==> config.mk <==
export PLATFORM = sky130hd
export DESIGN_NAME = instr_encoder
export DESIGN_NICKNAME = d
export VERILOG_FILES = /design/src/rtl/rv32i_pkg.sv /design/src/rtl/enc_fifo2.sv /design/src/rtl/instr_encoder.sv
export SDC_FILE = /design/constraint.sdc
export NUM_CORES = 1
export LEC_CHECK = 0
export CAP_MARGIN = 5
export CORE_ASPECT_RATIO = 0.75
export CORE_UTILIZATION = 29
export DETAILED_ROUTE_END_ITERATION = 6
export PLACE_DENSITY_LB_ADDON = 0.2
export SLEW_MARGIN = 30
export SYNTH_ARGS = -nofsm -noshare
export SYNTH_HDL_FRONTEND = slang
export SYNTH_SLANG_ARGS = --single-unit
==> constraint.sdc <==
create_clock -name clk -period 6.35 [get_ports clk]
set_input_delay 0.9525 -clock clk [delete_from_list [all_inputs] [get_ports clk]]
set_output_delay 0.9525 -clock clk [all_outputs]
set_load 0.02 [all_outputs]
==> src/rtl/rv32i_pkg.sv <==
// Shared RV32I definitions: instruction-type enum, major opcodes and the
// combinational encoder that turns an instruction description into a
// 32-bit word plus an illegal-type flag.
package rv32i_pkg;

   typedef enum logic [3:0] {
      IT_R     = 4'd0,
      IT_LW    = 4'd1,
      IT_ADDI  = 4'd2,
      IT_JALR  = 4'd3,
      IT_S     = 4'd4,
      IT_SB    = 4'd5,
      IT_AUIPC = 4'd6,
      IT_LUI   = 4'd7,
      IT_UJ    = 4'd8
   } itype_e;

   localparam logic [6:0] OP_R     = 7'h33;
   localparam logic [6:0] OP_LW    = 7'h03;
   localparam logic [6:0] OP_ADDI  = 7'h13;
   localparam logic [6:0] OP_JALR  = 7'h67;
   localparam logic [6:0] OP_S     = 7'h23;
   localparam logic [6:0] OP_SB    = 7'h63;
   localparam logic [6:0] OP_AUIPC = 7'h17;
   localparam logic [6:0] OP_LUI   = 7'h37;
   localparam logic [6:0] OP_UJ    = 7'h6F;

   localparam logic [31:0] NOP_WORD = 32'h0000_0013;

   typedef struct packed {
      logic [31:0] instr;
      logic        err;
   } enc_word_t;

   // imm is in byte-offset form; branch/jump immediates drop bit 0.
   function automatic enc_word_t encode(input logic [3:0]  itype,
                                        input logic [4:0]  rd,
                                        input logic [4:0]  rs1,
                                        input logic [4:0]  rs2,
                                        input logic [2:0]  funct3,
                                        input logic [6:0]  funct7,
                                        input logic [31:0] imm);
      enc_word_t w;
      w.instr = NOP_WORD;
      w.err   = 1'b0;
      case (itype_e'(itype))
         IT_R:     w.instr = {funct7, rs2, rs1, funct3, rd, OP_R};
         IT_LW:    w.instr = {imm[11:0], rs1, funct3, rd, OP_LW};
         IT_ADDI:  w.instr = {imm[11:0], rs1, funct3, rd, OP_ADDI};
         IT_JALR:  w.instr = {imm[11:0], rs1, funct3, rd, OP_JALR};
         IT_S:     w.instr = {imm[11:5], rs2, rs1, funct3, imm[4:0], OP_S};
         IT_SB:    w.instr = {imm[12], imm[10:5], rs2, rs1, funct3,
                              imm[4:1], imm[11], OP_SB};
         IT_AUIPC: w.instr = {imm[31:12], rd, OP_AUIPC};
         IT_LUI:   w.instr = {imm[31:12], rd, OP_LUI};
         IT_UJ:    w.instr = {imm[20], imm[10:1], imm[11], imm[19:12], rd, OP_UJ};
         default: begin
            w.instr = NOP_WORD;
            w.err   = 1'b1;
         end
      endcase
      return w;
   endfunction

endpackage

==> src/rtl/enc_fifo2.sv <==
// Two-entry FIFO with valid/ready on both sides.
// Ports: clk, rst (async, active-high); push_valid/push_ready/push_data;
// pop_valid/pop_ready/pop_data. push_ready is "not full" (and low in reset),
// never a function of pop_ready. pop_data reads zero when empty.
module enc_fifo2 #(
   parameter int unsigned WIDTH = 33
) (
   input  logic             clk,
   input  logic             rst,
   input  logic             push_valid,
   output logic             push_ready,
   input  logic [WIDTH-1:0] push_data,
   output logic             pop_valid,
   input  logic             pop_ready,
   output logic [WIDTH-1:0] pop_data
);

   logic [WIDTH-1:0] mem_q [2];
   logic [WIDTH-1:0] mem_d [2];
   logic             wr_ptr_q, wr_ptr_d;
   logic             rd_ptr_q, rd_ptr_d;
   logic [1:0]       count_q, count_d;
   logic             full, push, pop;

   assign full       = (count_q == 2'd2);
   assign push_ready = ~rst & ~full;
   assign pop_valid  = (count_q != 2'd0);
   assign pop_data   = pop_valid ? mem_q[rd_ptr_q] : '0;

   always_comb begin
      mem_d    = mem_q;
      wr_ptr_d = wr_ptr_q;
      rd_ptr_d = rd_ptr_q;
      count_d  = count_q;
      push     = push_valid & push_ready;
      pop      = pop_valid & pop_ready;
      if (push) begin
         mem_d[wr_ptr_q] = push_data;
         wr_ptr_d        = ~wr_ptr_q;
      end
      if (pop) begin
         rd_ptr_d = ~rd_ptr_q;
      end
      case ({push, pop})
         2'b10:   count_d = count_q + 2'd1;
         2'b01:   count_d = count_q - 2'd1;
         default: count_d = count_q;
      endcase
   end

   always_ff @(posedge clk or posedge rst) begin
      if (rst) begin
         mem_q    <= '{default: '0};
         wr_ptr_q <= 1'b0;
         rd_ptr_q <= 1'b0;
         count_q  <= 2'd0;
      end else begin
         mem_q    <= mem_d;
         wr_ptr_q <= wr_ptr_d;
         rd_ptr_q <= rd_ptr_d;
         count_q  <= count_d;
      end
   end

endmodule

==> src/rtl/instr_encoder.sv <==
// RV32I instruction encoder with a 2-deep output buffer.
// Ports: clk, rst (async, active-high); in_valid/in_ready with itype, rd,
// rs1, rs2, funct3, funct7, imm describing the instruction; out_valid/
// out_ready with the encoded instr and its err flag; err_count is a
// saturating count of accepted illegal requests.
module instr_encoder (
   input  logic        clk,
   input  logic        rst,
   input  logic        in_valid,
   output logic        in_ready,
   input  logic [3:0]  itype,
   input  logic [4:0]  rd,
   input  logic [4:0]  rs1,
   input  logic [4:0]  rs2,
   input  logic [2:0]  funct3,
   input  logic [6:0]  funct7,
   input  logic [31:0] imm,
   output logic        out_valid,
   input  logic        out_ready,
   output logic [31:0] instr,
   output logic        err,
   output logic [7:0]  err_count
);
   import rv32i_pkg::*;

   enc_word_t enc_word;
   enc_word_t out_word;
   logic [7:0] err_count_q, err_count_d;

   assign enc_word = encode(itype, rd, rs1, rs2, funct3, funct7, imm);

   enc_fifo2 #(.WIDTH($bits(enc_word_t))) u_fifo (
      .clk        (clk),
      .rst        (rst),
      .push_valid (in_valid),
      .push_ready (in_ready),
      .push_data  (enc_word),
      .pop_valid  (out_valid),
      .pop_ready  (out_ready),
      .pop_data   (out_word)
   );

   assign instr     = out_word.instr;
   assign err       = out_word.err;
   assign err_count = err_count_q;

   always_comb begin
      err_count_d = err_count_q;
      if (in_valid && in_ready && enc_word.err && (err_count_q != 8'hFF)) begin
         err_count_d = err_count_q + 8'd1;
      end
   end

   always_ff @(posedge clk or posedge rst) begin
      if (rst) begin
         err_count_q <= '0;
      end else begin
         err_count_q <= err_count_d;
      end
   end

endmodule

==> impl_metrics.tcl <==
set metrics [dict create \
    cts-resized-gates 0 \
    rsz0062_at_grt "no" \
    rr_startpoint "u_fifo.count_q[1]$_DFFE_PP0P_" \
    nFillCells 1354 \
    setup_ws_ps 2990 \
    skew_ps 5.62 \
    fin_crit_ps 3360 \
    dp_hpwl_um 8750 \
    ff2ff_path_depth 6 \
    cts_tree "built" \
    hold_class "flip-flop to flip-flop" \
    r2r-end "u_fifo.count_q[1]$_DFFE_PP0P_" \
    numClockSinks 76 \
    clock_latency_ps 340 \
    wl_per_cell_um 17.3 \
    fin_tns_setup_ps 0 \
    synth.distinct_cells 52 \
    track_usage_pct 17.1 \
    grt_antenna_before_repair 0 \
    async_flop_share_pct 100 \
    die_y_um 106 \
    drc_errors 0 \
    vias_per_cell 5.13 \
    place_congestion 0.823 \
    grt_start_max_net_pins 62 \
    period_share_pct 52.9 \
    die_w_um 140 \
    syn_nets 518 \
    cts-root-buf "clkbuf_16" \
    synth_area_um2 4160 \
    postSynthAreaPerCell_um2 9.23 \
    status "finished, final reports clean" \
    drtIter0Drc 287 \
    gr-total-overflow 0 \
    r2r_slack_ps 4330 \
    whs_ps 462 \
    dieArea_um2 14800 \
    diodes 0 \
    areaGrowthSynthToFinish_pct 36.6 \
    hold_path_startpoint "u_fifo.mem_q[35]$_DFFE_PP0P_" \
    crit_arrival_ps 2410 \
    ys_warn_count 0 \
    hold_depth 1 \
    hold_viol 0 \
    setup_violations 0 \
    first_global_vias 3524 \
    ioPinCount 108 \
    synth.top_cells.by_area "dfrtp_1, mux2i_1, nand2_1, o21ai_0, nor2_1" \
    cts_max_level 3 \
    postCtsSetupBuffers 0 \
    nets 607 \
    yosys-top-cells-count "dfrtp_1, nand2_1, nor2_1" \
    crit_fanout 20 \
    hold_end "u_fifo.mem_q[35]$_DFFE_PP0P_" \
    synth_ff_type "dfrtp_1" \
    max_stage_delay_ps 570 \
    slowest_stage "nor2_2" \
    slew_viol_final 0 \
    ys_ff_latch 76 \
    fmax_mhz 298 \
    slew_headroom_pct 35.5 \
    vdd_ir_drop_max_v 0.000162 \
    post-place-ws_ps 2840 \
    vias 3694 \
    yosysMostFrequentCell "dfrtp_1" \
    dr.pass1.iters 4 \
    critical_path_class "flip-flop to primary output" \
    p_leak_uw 0.00242 \
    synth_edf_count 0 \
    power_density_nw_per_um2 435 \
    ys_seq_area_share_pct 45.7 \
    startpoint_type "flip-flop" \
    yosys.area.top_type "dfrtp_1" \
    num_rows 37 \
    start_util_pct 30.1 \
    crit_path_cell_trace "nor2_2 > buf_4 > nor2_1 > clkdlybuf4s50_1" \
    routed_wl_um 12500 \
    post-synth-top-area-fraction_pct 45.7 \
    clock_path_buffers 2 \
    port_buffers 107 \
    grt_first_pass_wirelength_um 19300 \
    tightest_slew_ps 965 \
    endpoint_kind "primary output" \
    syn_inst 451 \
    ant_nets 0 \
    core-area_um2 13800 \
    layout-drive-gt1-share_pct 7.89 \
    hold_buffers 0 \
    max_cap_viol_count 0 \
    worstPathRequired_ps 5400 \
    numCtsBuffers 9 \
    clk_pin_slew_ps 60 \
]
## registers in the layout (all words and copies together) (netlist names)
name             flops
u_fifo.rd_ptr_q      1
u_fifo.mem_q        64
u_fifo.count_q       2
u_fifo.wr_ptr_q      1
err_count            8
## cell usage in the layout (no fill, tap or decap), types with 3 or more instances in the layout
master,instances
a32oi_1,4
xnor2_1,3
buf_4,4
nor2b_1,11
o21ai_0,42
o21ai_1,18
a2bb2oi_1,4
o22a_1,8
mux2i_1,34
mux2_2,7
a22oi_1,19
nor3_1,4
xor2_1,6
a22o_1,10
clkdlybuf4s50_1,106
a21oi_1,10
clkbuf_16,9
nand2b_1,10
nor2_1,44
nand2_1,65
dfrtp_1,75
inv_1,5
## worst max path at each step
stage                                  start                      endpoint  cells past startpoint  slack, ps
2_1_floorplan                            rst      err_count[0]$_DFFE_PP0P_                      1       3460
3_3_place_gp                        itype[2]  u_fifo.mem_q[53]$_DFFE_PP0P_                      5       2740
3_5_place_dp                        itype[1]  u_fifo.mem_q[51]$_DFFE_PP0P_                      5       2840
4_1_cts        u_fifo.count_q[1]$_DFFE_PP0P_                      instr[0]                      4       2960
5_1_grt        u_fifo.count_q[0]$_DFFE_PP0P_                      instr[1]                      4       2800
6_report       u_fifo.count_q[1]$_DFFE_PP0P_                      instr[0]                      4       2990
## cells by family (layout without fill, tap and decap cells)
| logic type | after synthesis | count (layout) | synth area share, % |
|---|---|---|---|
| buf+inv | 39 | 133 | 3.94 |
| compound gates | 129 | 129 | 20.3 |
| flops | 76 | 76 | 45.7 |
| fa+ha+maj | 2 | 2 | 0.601 |
| xor+xnor | 9 | 9 | 1.89 |
| simple gates | 154 | 154 | 17.2 |
| mux | 42 | 42 | 10.3 |
## final cells by class
type / instances / area, um^2 / share of cell area (%)
inverters: 6 / 22.5 / 0.396
well taps: 175 / 219 / 3.85
flip-flops and latches: 76 / 1910 / 33.5
clock inverters: 5 / 82.6 / 1.45
multi-input cells: 336 / 2110 / 37.1
repair buffers: 111 / 1100 / 19.3
clock buffers: 11 / 253 / 4.44
## layer usage
| metal | track usage [%] | part of all wire [%] |
|---|---|---|
| met4 | 4.95 | 1.3 |
| met5 | 0 | 0 |
| met3 | 3.73 | 5.1 |
| met1 | 24.7 | 50 |
| met2 | 25.4 | 44 |
## metrics by stage
step / util, % / instance area [um^2] / cells / total power (uW)
global route: 41.1 / 5690 / 720 / 2640
floorplan: - / 4160 / 451 / 1460
global placement: 38.7 / 5350 / 704 / 1900
detailed placement: 38.7 / 5350 / 704 / 1920
finish: 41.1 / 5690 / 720 / 2470
CTS: 41.1 / 5690 / 720 / 2500
## where the power goes
| group | internal [uW] | switching, uW | leakage (uW) |
|---|---|---|---|
| sequential | 680 | 175 | 0.000976 |
| combinational | 498 | 553 | 0.00128 |
| clock | 367 | 202 | 0.000166 |
| total | 1550 | 930 | 0.00242 |
## worst max-delay path, delay by kind of cell, from the launching register on
family,cells,cell delay [ps]
buffers and inverters,2,940
and+or+nand+nor,2,690
DFF,1,430
Note: power is estimated with default switching activity, not from simulation.
